$ cat config.mk
export PLATFORM = sky130hd
export DESIGN_NAME = key_debouncer
export DESIGN_NICKNAME = d
export VERILOG_FILES = /design/src/rtl/key_debouncer.sv
export SDC_FILE = /design/constraint.sdc
export NUM_CORES = 1
export LEC_CHECK = 0
export ABC_AREA = 1
export CORE_ASPECT_RATIO = 0.7
export CORE_MARGIN = 4
export CORE_UTILIZATION = 63
export DETAILED_ROUTE_END_ITERATION = 8
export GPL_TIMING_DRIVEN = 0
export PLACE_DENSITY_LB_ADDON = 0.15
export SLEW_MARGIN = 10
export SYNTH_ARGS = -nofsm -noshare
export SYNTH_HDL_FRONTEND = slang
export SYNTH_SLANG_ARGS = --single-unit
$ cat constraint.sdc
create_clock -name i_clk -period 4 [get_ports i_clk]
set_input_delay 0.6 -clock i_clk [delete_from_list [all_inputs] [get_ports i_clk]]
set_output_delay 0.6 -clock i_clk [all_outputs]
set_load 0.05 [all_outputs]
$ cat src/rtl/key_debouncer.sv
// ---------------------------------------------------------------------------
// key_debouncer
// Two-flop synchronizer followed by a stable-level counter for an active-low
// push-button. A new level is accepted only after the synchronized input has
// differed from the accepted level for DEBOUNCE_CYCLES consecutive cycles.
//
// Ports
//   i_clk        in   system clock
//   i_rst_n      in   asynchronous active-low reset
//   i_keyN       in   raw active-low key, asynchronous to i_clk
//   o_keyDown    out  debounced level, high while the key is held
//   o_pressEvent out  one-cycle pulse on an accepted released->pressed edge
// ---------------------------------------------------------------------------
module key_debouncer #(
    parameter int DEBOUNCE_CYCLES = 1000000
) (
    input  logic i_clk,
    input  logic i_rst_n,
    input  logic i_keyN,
    output logic o_keyDown,
    output logic o_pressEvent
);

    localparam int CNT_W = (DEBOUNCE_CYCLES > 1) ? $clog2(DEBOUNCE_CYCLES) : 1;
    localparam logic [CNT_W-1:0] CNT_LAST = CNT_W'(DEBOUNCE_CYCLES - 1);

    logic             r_sync0;
    logic             r_sync1;
    logic             r_stableN;
    logic [CNT_W-1:0] r_cnt;
    logic [1:0]       r_flush;
    logic             r_armed;
    logic             r_pressEvent;
    logic             w_accept;

    assign w_accept = (r_sync1 != r_stableN) && (r_cnt == CNT_LAST);

    always_ff @(posedge i_clk or negedge i_rst_n) begin
        if (!i_rst_n) begin
            r_sync0 <= 1'b1;
            r_sync1 <= 1'b1;
        end else begin
            r_sync0 <= i_keyN;
            r_sync1 <= r_sync0;
        end
    end

    // Any cycle where the synchronized level matches the accepted one
    // restarts the stability window, so short glitches never get through.
    always_ff @(posedge i_clk or negedge i_rst_n) begin
        if (!i_rst_n) begin
            r_stableN <= 1'b1;
            r_cnt     <= '0;
        end else if (r_sync1 == r_stableN) begin
            r_cnt <= '0;
        end else if (w_accept) begin
            r_stableN <= r_sync1;
            r_cnt     <= '0;
        end else begin
            r_cnt <= r_cnt + CNT_W'(1);
        end
    end

    // The synchronizer powers up reading "released" regardless of the real
    // key, so r_flush marks when it reflects the pin. Press events are only
    // armed once a genuine release has been seen; a key held through reset
    // must be let go before it can submit.
    always_ff @(posedge i_clk or negedge i_rst_n) begin
        if (!i_rst_n) begin
            r_flush      <= 2'b00;
            r_armed      <= 1'b0;
            r_pressEvent <= 1'b0;
        end else begin
            r_flush <= {r_flush[0], 1'b1};
            if (r_flush[1] && r_sync1 && r_stableN) begin
                r_armed <= 1'b1;
            end
            r_pressEvent <= w_accept && !r_sync1 && r_armed;
        end
    end

    assign o_keyDown    = !r_stableN;
    assign o_pressEvent = r_pressEvent;

endmodule

# After elaboration in Yosys (flattened, before gate mapping)
# Cells that the tools add are included.
totals:
  reg_bits: 27
  in_bits: 3
  out_inout_bits: 2
op_classes:
  add_sub_neg: 1
  n_eq_ne: 3
  muxes: 2
  bitwise_logic: 1
  reduce_logical: 8
op_table:
  columns: ["op", "n"]
  rows:
  - ["20-bit 2-to-1 mux", 2]
  - ["20-bit by 1-bit adder with 20-bit output (second input constant)", 1]
  - ["20-bit == test (second input constant)", 1]
  - ["1-bit logical AND", 5]
  - ["1-bit logical NOT", 2]
  - ["2-bit AND reduction", 1]
  - ["1-bit == test", 1]
  - ["1-bit != test", 1]
  - ["1-bit inverter", 1]

# Logic depth before layout (Yosys ltp)
# Gate-level depths: netlist (run 1).
depth:
  ltp_word: 4
  mapped_depth: 9
  ltp_nobuf: 9

# Worst setup path before layout (run 1)
# No wires, ideal clock.
synth_path:
  path_kind: "register to register"
  from: "reg r_stableN"
  to: "reg r_cnt[13]"
  arrival_ps: 1346
  required_time_ps: 3881
  path_slack_ps: 2535
  stages_incl_launch_ff: 10
  n_path_buf: 1
  cell_sequence: "dfstp_2 -> inv_1 -> nand2_1 -> nand2_1 -> nand2_1 -> nor2_1 -> nand2_2 -> buf_6 -> nand3_1 -> nor2_1"
synth_between:
  elab_chain_cells: 4
synth_lines:
  columns: ["item", "line_no", "source"]
  rows:
  - ["from (decl)", "29", "logic r_stableN;"]
  - ["from (signal assigned)", "57", "r_stableN <= r_sync1;"]
  - ["1-bit != test", "36", "assign w_accept = (r_sync1 != r_stableN) && (r_cnt == CNT_LAST);"]
  - ["1-bit logical AND", "36", null]
  - ["20-bit 2-to-1 mux", "56", "end else if (w_accept) begin"]
  - ["20-bit 2-to-1 mux *", "54", "end else if (r_sync1 == r_stableN) begin"]
  - ["to (signal assigned)", "60", "r_cnt <= r_cnt + CNT_W'(1);"]
  - ["to (decl)", "30", "logic [CNT_W-1:0] r_cnt;"]
# Every way passes the cells marked *; elsewhere a longest branch is shown, timed or not.
# A chain may end at the register's enable or synchronous reset.

# Final worst setup path (run 1)
layout_path:
  from: "reg r_stableN"
  to: "out o_keyDown"
layout_between:
  elab_chain_cells: 1
layout_lines:
  columns: ["item", "line_no", "source"]
  rows:
  - ["1-bit logical NOT", "82", "assign o_keyDown = !r_stableN;"]
  - ["to (decl)", "20", "output logic o_keyDown,"]
# Every way passes these cells.

==> results of run 1 <==
## cell usage after synthesis, drive strengths merged
cell / count / area share (%)
xnor2: 2 / 1.3
conb: 1 / 0.27
a21oi: 3 / 1.1
nand2: 37 / 11
buf: 2 / 1.2
nor3: 4 / 1.4
ha: 1 / 0.91
inv: 21 / 5.7
nand4: 4 / 1.8
nand3: 21 / 7.6
dfstp: 3 / 5.7
dfrtp: 24 / 43
xor2: 8 / 5.1
or2: 1 / 0.45
o21ai: 3 / 1.4
nor2: 39 / 12
## power breakdown
group          internal, mW  switching, mW  leakage, nW
sequential            0.278        0.00277        0.360
combinational       0.00530         0.0127        0.312
clock                0.0375         0.0769       0.0177
total                 0.321         0.0924        0.689
## layer usage
layer / up-vias / wire (um) / part of all wire [%] / global-route usage [%]
li1: 561 / - / - / -
met1: 526 / 1193 / 45 / 28.01
met2: 44 / 1210 / 46 / 36.14
met3: 0 / 235 / 8.9 / 5.263
met4: 0 / 0 / 0 / 3.863
met5: - / 0 / 0 / 0
## area by class of cell
cell class	count	area (um^2)	share of cell area, %
Timing Repair Buffer	4	35.03	2.365
Inverter	21	78.83	5.321
Buffer	2	16.27	1.098
Sequential cell	27	679.4	45.86
Multi-Input combinational cell	124	606.8	40.96
Clock inverter	1	5.005	0.3378
Tap cell	30	37.54	2.534
Clock buffer	3	22.52	1.520
## sequential cells by signal (all words and copies together) (netlist names)
name,flops
o_pressEvent,1
r_armed,1
r_sync0,1
r_sync1,1
r_stableN,1
r_flush,2
r_cnt,20
## metrics by stage
| step | cells | power [mW] | utilization, % | hold slack (ps) | area [um^2] |
|---|---|---|---|---|---|
| floorplan | 174 | 0.2951 | - | 304.4 | 1381 |
| global placement | 208 | 0.3045 | 74.13 | 332.4 | 1459 |
| detailed placement | 208 | 0.3054 | 74.13 | 345.7 | 1459 |
| CTS | 212 | 0.4180 | 75.52 | 368.1 | 1486 |
| global route | 212 | 0.4336 | 75.27 | 272.6 | 1481 |
| finish | 212 | 0.4135 | 75.27 | 241.9 | 1481 |
## worst max-delay path: stages, from the launching register on
cell and delay [ps]:
dfstp_2 570, inv_1 60, clkdlybuf4s50_1 700
## logic make-up after synthesis
kind of cell	share of synthesized area (%)
AO/OA/AOI/OAI	2.445
XOR/XNOR	6.341
adder cells (fa/ha/maj)	0.9057
buffers and inverters	6.884
flip-flops	49.19
other	0.2715
AND/OR/NAND/NOR	33.97
## worst paths after layout
kind | from | endpoint | slack (ps) | cells after the start
worst max-delay path | r_stableN | o_keyDown | 1760 | 2
worst min-delay path | i_rst_n | r_cnt[7] | 240 | 1
worst max register to register | r_cnt[0] | r_cnt[18] | 2540 | 9
worst min register to register | r_sync0 | r_sync1 | 370 | 0
max in group asynchronous | i_rst_n | r_stableN | 3370 | 1
min in group i_clk | r_sync0 | r_sync1 | 370 | 0
==> summary.txt, run 1 <==
Clock tree
  – Num CTS Buffers: 3
  – Clk pin slew, worst setup/hold paths: 140 ps
  – H-tree depth reported by CTS: 1
  – Worst skew pair latency: 320 ps
  – # clock sinks: 27
  – Root Driver: clkbuf_4
  – CTS tree: yes
  – Number of setup buffers added after CTS: 0
  – CTS resizes: 0
  – Hold_buf cts: 0
  – Clock Path Buffers: 2

Routing
  – Drt first pass iters: 4
  – DRT antenna net count: 0
  – WL/cell: 12.45 um
  – Vias/cell: 5.335
  – Vias: 1131
  – DRC errors left: 0
  – Routed WL: 2639 um
  – DR iter-0 viols: 142

Layout
  – Most common cell after layout, fill and taps aside: nor2_1
  – Syn-to-layout area delta: 7.246%
  – Layout Nets: 187
  – Antenna cells: 0
  – Number of fill cells: 155
  – Layout cells sized above 1: 11.54%
  – Most frequent cells in the layout: 34 x nor2_1, 33 x nand2_1, 24 x dfrtp_1, 21 x inv_1, 21 x nand3_1

Global routing
  – Vias in the first global route: 1064
  – Total GRT Usage: 21.06%
  – Largest net degree at the start of global routing: 28
  – First-pass GRT wire length: 4781 um
  – Initial antenna violation count: 0
  – Overflow after GRT: 0

Timing
  – Worst-margin pin slew: 566.6 ps
  – Final setup margin: 1755 ps
  – Final Max Tran Viols: 0
  – Fin crit share: 56.12%
  – Max Freq: 0.4455 GHz
  – Final hold vios: 0
  – Rel. slew slack: 62.23%
  – Unrepaired setup endpoints after global routing: no
  – Clk_skew: 9.021 ps
  – Min Clock Period, post-route: 2245 ps
  – Setup TNS Final: 0 ps
  – Setup Viol. Count Final: 0

Worst hold path
  – Hold/Removal Path Class: primary input to async pin

Power and ir drop
  – Peak supply drop: 231.6 uV
  – Pwr per Cell Area: 279.2 nW/um^2
  – Leakage power: 0.6891 nW

Floorplan
  – Vert. Die Dim: 47.18 um
  – Num rows: 13
  – Die footprint: 3018 um^2
  – I/O pin count: 5
  – Core ar.: 1968 um^2
  – Initial Utilization: 70.18%
  – Die X: 63.97 um

Logic synthesis
  – Syn Inst Count: 174
  – Post-synthesis sequential area ratio: 49.18%
  – Ys Warns: 0
  – Post-Syn Area per Cell: 7.939 um^2
  – Syn nets: 178
  – Synth cell types: 21
  – Mapped cell area: 1381 um^2
  – Seq cells post-synth: 27

Run
  – Max capacitance violation total: 0

Place
  – Place WS: 1986 ps
  – Routability cong.: 0.9158
  – PortBufs: 4
  – Final HPWL DP: 2026 um

Status
  – Status: completed

Critical path
  – Setup CP Type: flop to primary output
  – CP Launch Type: flop
  – CP Capture Type: primary output
  – CP max FO: 4
  – Critical Path RT: 3400 ps
  – WP data arrival: 1640 ps
Note: power is estimated with default switching activity, not from simulation.
==> run 2: changes to the inputs <==
Settings changed: CORE_UTILIZATION 63 to 53.
Clock period 4 ns to 1.9 ns, I/O delays scaled along.
==> summary.txt, run 2 (synthesized netlist as in run 1, its figures left out) <==
Power and ir drop
  – Clock network power share: 34.1% (was 27.7%)
  – Gate power share: 3.9% (was 4.4%)
  – Leakage power: 0.6964 nW (was 0.6891 nW)
  – Net Switching: 0.2110 mW (was 0.09241 mW)
  – Internal power: 0.7437 mW (was 0.3211 mW)
  – Sequential share of power: 62.0% (was 68.0%)
  – Peak supply drop: 441.7 uV (was 231.6 uV)
  – Pwr per Cell Area: 633.2 nW/um^2 (was 279.2 nW/um^2)
  – Sw Ratio: 22.10% (was 22.35%)
  – PnR Total Power: 0.9547 mW (was 0.4135 mW)

Floorplan
  – Num rows: 15 (was 13)
  – Die footprint: 3500 um^2 (was 3018 um^2)
  – Vert. Die Dim: 50.72 um (was 47.18 um)
  – Core ar.: 2477 um^2 (was 1968 um^2)
  – I/O pin count: 5 (unchanged)
  – Die X: 69.02 um (was 63.97 um)
  – Initial Utilization: 55.76% (was 70.18%)

Timing
  – Worst-margin pin slew: 576.8 ps (was 566.6 ps)
  – Fin crit share: 88.11%
  – Clk_skew: 4.493 ps (was 9.021 ps)
  – Final hold vios: 11 (was 0)
  – Min Clock Period, post-route: 1674 ps
  – Rel. slew slack: 61.55% (was 62.23%)
  – Setup Viol. Count Final: 0 (unchanged)
  – Final setup margin: 226.0 ps (was 1755 ps)
  – Unrepaired setup endpoints after global routing: no (unchanged)
  – Final Max Tran Viols: 0 (unchanged)
  – Setup TNS Final: 0 ps (unchanged)
  – Hold slack: -4.739 ps (was 241.9 ps)
  – Max Freq: 0.5974 GHz

Routing
  – DR iter-0 viols: 95 (was 142)
  – DRT antenna net count: 0 (unchanged)
  – Vias/cell: 5.176 (was 5.335)
  – Drt first pass iters: 4 (unchanged)
  – Vias: 1118 (was 1131)
  – DRC errors left: 0 (unchanged)
  – Routed WL: 2614 um (was 2639 um)
  – WL/cell: 12.10 um (was 12.45 um)

Layout
  – Number of fill cells: 238 (was 155)
  – Most common cell after layout, fill and taps aside: nor2_1 (unchanged)
  – Max FFs per register: 20 (unchanged)
  – Multi-input logic area: 606.8 um^2 (unchanged)
  – Layout cells sized above 1: 11.54% (unchanged)
  – Top Registers: r_cnt: 20 flops, r_flush: 2 flops (unchanged)
  – Biggest register: r_cnt (unchanged)
  – FF/Latch Area: 679.4 um^2 (unchanged)
  – Most frequent cells in the layout: 34 x nor2_1, 33 x nand2_1, 24 x dfrtp_1, 21 x inv_1, 21 x nand3_1 (unchanged)
  – Layout Nets: 187 (unchanged)
  – Antenna cells: 0 (unchanged)
  – Syn-to-layout area delta: 9.149% (was 7.246%)

Clock tree
  – H-tree depth reported by CTS: 1 (unchanged)
  – # clock sinks: 27 (unchanged)
  – Num CTS Buffers: 3 (unchanged)
  – Worst skew pair latency: 270 ps (was 320 ps)
  – Root Driver: clkbuf_8 (was clkbuf_4)
  – Hold_buf cts: 0 (unchanged)
  – Clk pin slew, worst setup/hold paths: 90 ps (was 140 ps)
  – CTS tree: yes (unchanged)
  – Clock Path Buffers: 2 (unchanged)
  – Number of setup buffers added after CTS: 0 (unchanged)

Critical path
  – CP Capture Type: primary output (unchanged)
  – CP bufs+invs: 1 (was 2)
  – Critical path's slowest cell: clkdlybuf4s50_1 (unchanged)
  – CP max stage delay: 790 ps (was 700 ps)
  – CP Launch Type: flop (unchanged)
  – Crit-path cells: clkdlybuf4s50_1 (was inv_1 > clkdlybuf4s50_1)
  – Setup CP Type: flop to primary output (unchanged)
  – Worst path top cell family by delay: buffers and inverters (unchanged)
  – WP data arrival: 1390 ps (was 1640 ps)
  – CP max FO: 1 (was 4)
  – Critical Path RT: 1620 ps (was 3400 ps)

Global routing
  – Largest net degree at the start of global routing: 28 (unchanged)
  – Overflow after GRT: 0 (unchanged)
  – First-pass GRT wire length: 4843 um (was 4781 um)
  – Total GRT Usage: 17.86% (was 21.06%)
  – Initial antenna violation count: 0 (unchanged)
  – Vias in the first global route: 1050 (was 1064)

Place
  – Final HPWL DP: 1971 um (was 2026 um)
  – PortBufs: 4 (unchanged)
  – Place WS: 130.7 ps (was 1986 ps)
  – Routability cong.: 0.8899 (was 0.9158)

Status
  – Status: finished, violations left (was completed)
  – Failing checks: negative hold slack

Run
  – Max capacitance violation total: 0 (unchanged)

Worst hold path
  – Hold/Removal Path Class: primary input to async pin (unchanged)
[run 2: changes by cell type in the layout (fill, tap and decap cells not counted)]
cell,change
clkdlybuf4s50_1,-1
clkbuf_4,-3
dlymetal6s2s_1,+1
clkbuf_8,+3
[run 2: routing by layer]
layer / track usage (%) / wire length (um)
met5: 0 / 0
met4: 8.442 / 53
met3: 5.000 / 145
met2: 26.58 / 1114
met1: 24.12 / 1301
[run 2: worst paths after layout]
kind	depth (start not counted)	slack, ps	startpoint	endpoint
worst max-delay path	1	230	o_pressEvent	o_pressEvent
worst min-delay path	1	-5	i_rst_n	r_cnt[10]
worst max register to register	9	440	r_cnt[0]	r_cnt[18]
worst min register to register	0	360	r_flush[0]	r_flush[1]
max in group asynchronous	1	1520	i_rst_n	r_stableN
min in group i_clk	0	360	r_flush[0]	r_flush[1]
[run 2: power by group through the flow]
stage	combinational, mW	clock, mW	sequential (mW)
after CTS	0.0408	0.340	0.592
after floorplan	0.0199	0	0.601
final	0.0376	0.325	0.592
after global routing	0.0449	0.367	0.594
after global placement	0.0394	0	0.602
after detailed placement	0.0408	0	0.603
[run 2: final cells by class]
type	instances	area share [%]
multi-input cells	124	40.25
flip-flops and latches	27	45.06
well taps	34	2.822
inverters	21	5.228
repair buffers	4	2.490
clock inverters	1	0.3319
clock buffers	3	2.739
plain buffers	2	1.079
[run 2: timing repair]
item,CTS,global route
endpoints found under the setup margin,0,1
hold endpoints to repair,0,0
resized for setup,0,1
[run 2: through the flow]
step	util [%]	cells	hold WS (ps)	instance area [um^2]
4_1_cts	60.96	216	366.0	1510
3_5_place_dp	59.09	212	347.1	1464
5_1_grt	60.86	216	43.25	1508
6_report	60.86	216	-4.739	1508
2_1_floorplan	-	174	-10.59	1381
3_3_place_gp	59.09	212	336.5	1464
